$ cat config.mk
export PLATFORM = sky130hd
export DESIGN_NAME = btb_update_queue
export DESIGN_NICKNAME = d
export VERILOG_FILES = /design/src/rtl/btb_update_queue.sv
export SDC_FILE = /design/constraint.sdc
export NUM_CORES = 1
export LEC_CHECK = 0
export ABC_CLOCK_PERIOD_IN_PS = 30300
export BUFFER_PORTS_ARGS = -buffer_cell sky130_fd_sc_hd__buf_4
export CAP_MARGIN = 20
export CORE_MARGIN = 5
export CORE_UTILIZATION = 25
export CTS_CLUSTER_DIAMETER = 100
export DETAILED_ROUTE_END_ITERATION = 8
export PLACE_DENSITY = 0.4
export SETUP_SLACK_MARGIN = 0.02
export SLEW_MARGIN = 20
export SYNTH_ARGS = -nofsm -noshare
export SYNTH_HDL_FRONTEND = slang
export SYNTH_SLANG_ARGS = --single-unit
$ cat constraint.sdc
create_clock -name clk -period 30.3 [get_ports clk]
set_input_delay 6.06 -clock clk [delete_from_list [all_inputs] [get_ports clk]]
set_output_delay 6.06 -clock clk [all_outputs]
set_load 0.02 [all_outputs]
$ cat src/rtl/btb_update_queue.sv
// btb_update_queue: committed BTB update FIFO with tail coalescing and hold-gated drain
`ifndef SIZE_PC
`define SIZE_PC 32
`endif
`ifndef BRANCH_TYPE
`define BRANCH_TYPE 2
`endif
module btb_update_queue #(
  parameter int DEPTH = 8,
  parameter int DEPTH_LOG = 3
) (
  input  logic                    clk,
  input  logic                    reset,
  input  logic                    push_i,
  input  logic [`SIZE_PC-1:0]     pushPC_i,
  input  logic [`SIZE_PC-1:0]     pushTarget_i,
  input  logic [`BRANCH_TYPE-1:0] pushBrType_i,
  output logic                    ready_o,
  input  logic                    hold_i,
  output logic                    updateEn_o,
  output logic [`SIZE_PC-1:0]     updatePC_o,
  output logic [`SIZE_PC-1:0]     updateTargetAddr_o,
  output logic [`BRANCH_TYPE-1:0] updateBrType_o,
  output logic [DEPTH_LOG:0]      occupancy_o,
  output logic [15:0]             coalesceCnt_o
);
  localparam logic [DEPTH_LOG:0]   FULL    = (DEPTH_LOG+1)'(DEPTH);
  localparam logic [DEPTH_LOG:0]   CNT_ONE = (DEPTH_LOG+1)'(1);
  localparam logic [DEPTH_LOG-1:0] PTR_ONE = DEPTH_LOG'(1);
  logic [`SIZE_PC-1:0]     pc_mem  [DEPTH];
  logic [`SIZE_PC-1:0]     tgt_mem [DEPTH];
  logic [`BRANCH_TYPE-1:0] typ_mem [DEPTH];
  logic [DEPTH_LOG-1:0]    head, tail, last;
  logic [DEPTH_LOG:0]      count, count_next;
  logic [15:0]             coal_cnt;
  logic                    pop, accept, coalesce, alloc;
  assign ready_o            = count != FULL;
  assign updateEn_o         = pop;
  assign updatePC_o         = (count != '0) ? pc_mem[head] : '0;
  assign updateTargetAddr_o = (count != '0) ? tgt_mem[head] : '0;
  assign updateBrType_o     = (count != '0) ? typ_mem[head] : '0;
  assign occupancy_o        = count;
  assign coalesceCnt_o      = coal_cnt;
  // Handshake: a push merges into the newest entry unless that entry is leaving this cycle
  always_comb begin
    last       = tail - PTR_ONE;
    pop        = (count != '0) && !hold_i;
    accept     = push_i && ready_o;
    coalesce   = accept && (count != '0) && !(count == CNT_ONE && pop) && (pc_mem[last] == pushPC_i);
    alloc      = accept && !coalesce;
    count_next = (alloc && !pop) ? count + CNT_ONE : (!alloc && pop) ? count - CNT_ONE : count;
  end
  // Entry storage, pointers, occupancy and saturating coalesce counter
  always_ff @(posedge clk or posedge reset) begin
    if (reset) begin
      for (int i = 0; i < DEPTH; i++) begin
        pc_mem[i]  <= '0;
        tgt_mem[i] <= '0;
        typ_mem[i] <= '0;
      end
      head     <= '0;
      tail     <= '0;
      count    <= '0;
      coal_cnt <= '0;
    end else begin
      if (alloc) begin
        pc_mem[tail]  <= pushPC_i;
        tgt_mem[tail] <= pushTarget_i;
        typ_mem[tail] <= pushBrType_i;
        tail          <= tail + PTR_ONE;
      end
      if (coalesce) begin
        tgt_mem[last] <= pushTarget_i;
        typ_mem[last] <= pushBrType_i;
      end
      if (pop) head <= head + PTR_ONE;
      if (coalesce && coal_cnt != 16'hFFFF) coal_cnt <= coal_cnt + 16'd1;
      count <= count_next;
    end
  end
endmodule

==> reports/metrics.csv, run 1 <==
stage,metric,value,unit
run_status,status,"finished, final reports clean",
synth,synthesized flop and latch total,554,
critical_path,crit path max fanout,5,
synth,register area share after synthesis,0.484,
sta,Final Worst Setup Slack,17.51,ns
clocking,"Reg clk slew, reported paths",0.05,ns
pwr,Leakage,0.0139,uW
global_routing,met2 usage,0.232,
placed_design,post-detail-place hpwl,51400,um
pwr,Logic pwr share,0.506,
clocking,# hold bufs at CTS,0,
route,Post-DRT Antenna Nets,0,
sta,final setup vio count,0,
synth,Post-synth EDFFs,0,
route,vias per cell,4.76,
global_routing,largest net degree at the start of global routing,143,
pwr,part of the power in registers,0.300,
sta,worst rel slew slack,0.275,
placed_design,placed insts,3549,
placed_design,IO buf count,157,
placed_design,gpl congestion,0.751,
clocking,H-Tree Depth,3,
floorplanning,top-level port count,158,
clocking,CTS tree,built,
min_path,worst hold path class,flip-flop to flip-flop,
sta,"Slew Viols, Final",0,
synth,syn_nets,2097,
floorplanning,die height,349,um
pwr,Psw,1790,uW
global_routing,vias in the first global route,19400,
critical_path,crit path from,hold_i,
clocking,clk root buf,clkbuf_16,
route,DR WL/cell,23.6,um
critical_path,Worst setup SP type,input pin,
critical_path,critical path type,input pin to output port,
synth,leading area contributor after synthesis,dfrtp_1,
sta,Tmin final,12.79,ns
final_layout,utilization after layout,0.297,
critical_path,worst r2r path cells,16,
pwr,PwrDens,135,nW/um2
sta,period utilization,0.422,
critical_path,r2r endpoint,occupancy_o[3],
final_layout,layout cells sized above 1,0.398,
sta,Fin. Hold Viols,0,
floorplanning,die width,349,um
critical_path,worst r2r src,tail[0],
pwr,Int Pwr,2760,uW
pwr,clock share of power,0.194,
global_routing,gr usage total,0.143,
final_layout,Area Overhead vs Synth,18.1,%
clocking,Setup Buffers After CTS,0,
job,maxcap violations,0,
critical_path,type of element capturing the critical path,output port,
synth,Yosys top cell area share,0.484,
sta,Max Fclk,78.2,MHz
global_routing,first-pass GRT wire length,132000,um
synth,ranking of synthesized cells by area,"dfrtp_1, mux2_2, mux4_2, mux2_1, mux2i_1",
synth,synth unique cells,58,
global_routing,busiest grt layer,met2,
synth,Synth async-reset ratio,1.00,
min_path,Hold Path Cell Cnt,1,
route,Initial DRC Count,813,
final_layout,nets,2191,
clocking,CTS Buffer Depth,3,
pwr,Sw Ratio,0.393,
critical_path,"setup slack, reg-to-reg",23.51,ns
synth,Main synth FF type,dfrtp_1,
final_layout,final std cells w/o fill,3684,
floorplanning,Row Count,124,
clocking,Num CTS Buffers,73,
route,drt drc,0,
critical_path,WP data required,24.24,ns
global_routing,met3 Use GR,0.0291,
sta,Fin Setup TNS,0,ns
sta,RSZ-0062 raised after global routing,false,
synth,Netlist Area Pre-Place,28600,um2
synth,Post-Synthesis Cells,2019,
placed_design,Placement Setup Slack,17.51,ns
route,drt first pass iters,5,
critical_path,signal arrival time at the worst endpoint,6.73,ns
floorplanning,Starting Density,0.251,
floorplanning,Die ar.,121000,um2
clocking,"Clk Latency, worst-skew pair",0.64,ns
clocking,CTS Sinks,554,
critical_path,Setup crit end,updateEn_o,
route,via count,17500,
global_routing,met1 Use GR,0.195,
global_routing,Overflow after GRT,0,
synth,Ys Warns,0,
global_routing,initial antenna violation count,7,
route,routed wire length,87000,um
synth,Syn Area/Cell,14.2,um2
pwr,peak supply drop,88.6,uV
floorplanning,core area,114000,um2
sta,worst slew pin tran,1.08,ns
sta,Fin Clk Skew,0.0320,ns
clocking,post-CTS sizing,0,
-- critical path, stage by stage --
cell and delay (ns):
buf_4 0.12, nor2_1 0.33, buf_4 0.22
-- through the flow --
step                      total power [uW]  instance area, um2  hold WS (ns)
after floorplan                       2950               28600         0.452
after CTS                             4650               33800         0.482
after global placement                3680               31300         0.461
after global routing                  4860               33800         0.492
final                                 4550               33800         0.477
after detailed placement              3730               31300         0.469
-- how the worst min path moves through the flow --
| stage | start | slack, ns | endpoint |
|---|---|---|---|
| final | tgt_mem[17] | 0.48 | tgt_mem[17] |
| after floorplan | tgt_mem[34] | 0.45 | tgt_mem[34] |
| after global placement | tgt_mem[49] | 0.46 | tgt_mem[49] |
| after CTS | tgt_mem[34] | 0.48 | tgt_mem[34] |
| after global routing | tgt_mem[38] | 0.49 | tgt_mem[38] |
| after detailed placement | tgt_mem[60] | 0.47 | tgt_mem[60] |
-- cells by family after synthesis --
group	count (synthesis)	synth area share
compound gates	49	0.0123
xor+xnor	58	0.0183
fa+ha+maj	8	0.00349
buf+inv	189	0.0310
flops	554	0.484
mux	843	0.391
simple gates	318	0.0597
-- power by group through the flow --
stage                     Clock, uW  Sequential [uW]  Combinational [uW]
after global placement            0             1360                2330
final                           883             1370                2300
after detailed placement          0             1380                2350
after global routing            946             1420                2490
after CTS                       917             1370                2360
after floorplan                   0             1260                1680
-- cell usage in the layout (no fill, tap or decap), types with 38 or more instances in the layout --
master and instances:
dfrtp_1 550, mux2_2 364, buf_4 189, mux2_1 185, mux4_2 163, mux2i_1 123
nor2_1 86, clkbuf_16 74, nor3b_1 40, nor3_1 38
-- metal layers --
layer / up-vias / routed length [um]
met5: - / 25
met2: 300 / 41400
met4: 4 / 1800
li1: 7707 / -
met1: 9401 / 40300
met3: 111 / 3560
-- final cells by class --
cell class	instances	area, um2
antenna	5	12.5
clock buffer	109	2200
clock inverter	20	255
fill	11500	80200
inverter	16	67.6
multi-input combinational	1276	14000
sequential	554	13900
tap	1512	1890
timing repair buffer	192	1480
-- registers in the layout (all words and copies together) (netlist names) --
signal and flops:
pc_mem 256, tgt_mem 256, coalesceCnt_o 16, typ_mem 16, occupancy_o 4, head 3, tail 3
-- cell usage after synthesis, types with 3 or more instances --
cell,n
a211o_1,3
a211oi_1,5
a21oi_1,8
a221o_1,3
a221oi_1,3
a32oi_1,3
and2_1,5
and3_1,3
buf_1,31
buf_2,62
buf_4,7
buf_6,10
clkbuf_1,63
dfrtp_1,554
ha_1,8
inv_1,14
mux2_1,185
mux2_2,364
mux2i_1,123
mux2i_2,6
mux4_2,163
nand2_1,32
nand2b_1,6
nand3_1,21
nand3b_1,24
nand4_1,22
nor2_1,94
nor2b_1,7
nor3_1,38
nor3b_1,40
nor4_1,9
o2111ai_1,4
o211ai_1,3
o21ai_0,10
or3_1,3
or4_1,3
xnor2_1,25
xor2_1,31
(Power assumes the default switching activity.)
==> run 2: changes to the inputs <==
ABC_CLOCK_PERIOD_IN_PS = 10600   (was 30300)
PLACE_DENSITY = 0.42   (was 0.4)
clock period = 10.6 ns   (was 30.3 ns; I/O delays follow)
==> run 2 against run 1 <==
Net effect:
- global-route usage down 0.26 points
- design area up 0.15%
- die area unchanged
- register-to-register slack worse by 20 ns
==> reports/metrics.csv, run 2 (same netlist as run 1, synthesis figures left out) <==
stage,metric,value,unit,change
placed_design,IO buf count,157,,unchanged
min_path,hold endpoint,tgt_mem[62],,
sta,"Slew Viols, Final",0,,unchanged
min_path,worst hold path class,flip-flop to flip-flop,,
sta,Fin Setup TNS,0,ns,unchanged
critical_path,WP data required,11.11,ns,-13.13 ns
clocking,CTS Buffer Depth,3,,unchanged
floorplanning,Row Count,124,,unchanged
floorplanning,die height,349,um,unchanged
min_path,worst min-delay path startpoint,tgt_mem[62],,
critical_path,type of element capturing the critical path,flip-flop,,
floorplanning,core area,114000,um2,unchanged
critical_path,signal arrival time at the worst endpoint,7.68,ns,+0.95 ns
pwr,PwrDens,384,nW/um2,+190%
global_routing,gr usage total,0.140,,-0.00264
clocking,CTS Sinks,554,,unchanged
sta,RSZ-0062 raised after global routing,false,,
global_routing,largest net degree at the start of global routing,197,,+38%
critical_path,crit path max fanout,83,,+78
route,drt first pass iters,5,,unchanged
final_layout,Area Overhead vs Synth,18.3,%,
run_status,status,"finished, final reports clean",,
sta,period utilization,0.676,,
placed_design,post-detail-place hpwl,52900,um,+3.1%
critical_path,CP Buf/Inv Count,3,,+1
sta,Fin Clk Skew,0.0336,ns,+0.00158 ns
global_routing,first-pass GRT wire length,130000,um,-1.4%
critical_path,worst r2r src,tail[0],,
clocking,# hold bufs at CTS,0,,unchanged
final_layout,nets,2193,,+0.091%
critical_path,Worst setup SP type,flip-flop,,
critical_path,"setup slack, reg-to-reg",3.43,ns,-20.08 ns
sta,Max Fclk,139,MHz,
pwr,peak supply drop,182,uV,+110%
final_layout,layout cells sized above 1,0.398,,about the same
min_path,Hold Path Cell Cnt,1,,unchanged
critical_path,CP max stage delay,0.93,ns,+0.60 ns
clocking,clk root buf,clkbuf_16,,
sta,Tmin final,7.17,ns,
critical_path,"slowest stage cell, crit path",ha_4,,
sta,final setup vio count,0,,unchanged
final_layout,largest registers,"pc_mem x256, tgt_mem x256",,
route,via count,17700,,+1.2%
route,routed wire length,85500,um,-1.8%
global_routing,vias in the first global route,19400,,+0.29%
clocking,post-CTS sizing,0,,unchanged
critical_path,r2r endpoint,typ_mem[6],,
final_layout,"commonest non-fill, non-tap cell in the layout",dfrtp_1,,
clocking,H-Tree Depth,3,,unchanged
global_routing,Overflow after GRT,0,,unchanged
route,DR WL/cell,23.2,um,-1.9%
route,vias per cell,4.81,,+1.2%
clocking,"Clk Latency, worst-skew pair",0.64,ns,about the same
placed_design,gpl congestion,0.780,,+3.9%
clocking,Setup Buffers After CTS,0,,unchanged
critical_path,Top Family by Delay on Critical Path,buffers and inverters,,
sta,worst slew pin tran,1.04,ns,-0.0366 ns
critical_path,CP cell instances,clkinv_1 > ha_4 > buf_4 > mux2_2 > a221o_1 > a22oi_1 > xor2_1 > nand4_1 > nor4_1 > and4_1 > mux2i_4 > buf_4 > mux2_2,,
floorplanning,top-level port count,158,,unchanged
critical_path,worst r2r path cells,13,,-3
sta,Fin. Hold Viols,0,,unchanged
sta,worst rel slew slack,0.307,,+0.0320
floorplanning,Starting Density,0.251,,unchanged
floorplanning,Die ar.,121000,um2,unchanged
critical_path,critical path type,flip-flop to flip-flop,,
final_layout,most frequent cells in the layout,"dfrtp_1, mux2_2, buf_4, mux2_1, mux4_2",,
pwr,Leakage,0.0139,uW,about the same
global_routing,initial antenna violation count,9,,+2
job,maxcap violations,0,,unchanged
clocking,CTS tree,built,,
route,Post-DRT Antenna Nets,0,,unchanged
clocking,"Reg clk slew, reported paths",0.06,ns,about the same
route,Initial DRC Count,969,,+19%
clocking,Num CTS Buffers,73,,unchanged
pwr,total power draw,13000,uW,+190%
route,drt drc,0,,unchanged
floorplanning,die width,349,um,unchanged
[run 2: cell count changes in the layout (fill, tap and decap cells not counted), sizes merged]
cell	change
clkbuf	-11
clkinv	+7
clkinvlp	+3
buf	+2
bufinv	+2
diode	+2
inv	-2
[run 2: worst max path at each step]
stage | startpoint | to | slack, ns | cells past startpoint
after floorplan | reset | coalesceCnt_o[0] | 0.94 | 1
after global placement | tail[0] | typ_mem[6] | 3.53 | 13
after detailed placement | tail[0] | tgt_mem[96] | 3.47 | 13
after CTS | tail[0] | typ_mem[6] | 3.42 | 13
after global routing | tail[0] | typ_mem[6] | 3.04 | 13
final | tail[0] | typ_mem[6] | 3.43 | 13
[run 2: cell type report]
class	instances	area, um2
clock buffer	98	2040
sequential	554	13900
inverter	16	63.8
antenna	7	17.5
fill	11500	80100
timing repair buffer	194	1550
multi-input combinational	1276	14000
clock inverter	30	399
tap	1512	1890
[run 2: metrics by stage]
step	area (um2)	utilization	instances	hold slack, ns	setup slack, ns
final	33900	0.297	3687	0.479	3.43
after global routing	33900	0.297	3682	0.495	3.04
after CTS	33800	0.297	3679	0.482	3.42
after detailed placement	31400	0.275	3551	0.469	3.47
after global placement	31400	0.275	3550	0.461	3.53
after floorplan	28700	-	2019	0.452	0.940
[run 2: worst register-to-register path, delay by kind of cell (launching register included)]
kind	cells	cell delay [ns]
multiplexers	3	1.84
buffers and inverters	3	1.84
adder cells (fa/ha/maj)	1	0.93
XOR/XNOR	1	0.25
flip-flops	1	0.65
AO/OA/AOI/OAI	2	0.54
AND/OR/NAND/NOR	3	1.00
[run 2: per-layer routing]
metal	part of all wire	track usage
met1	0.46	0.190
met2	0.48	0.229
met3	0.041	0.0265
met4	0.024	0.0410
met5	0.00049	0
[run 2: power by group]
| group | internal (uW) | switching, uW | total, uW |
|---|---|---|---|
| combinational | 3210 | 3350 | 6550 |
| sequential | 3170 | 786 | 3950 |
| clock | 1510 | 992 | 2500 |
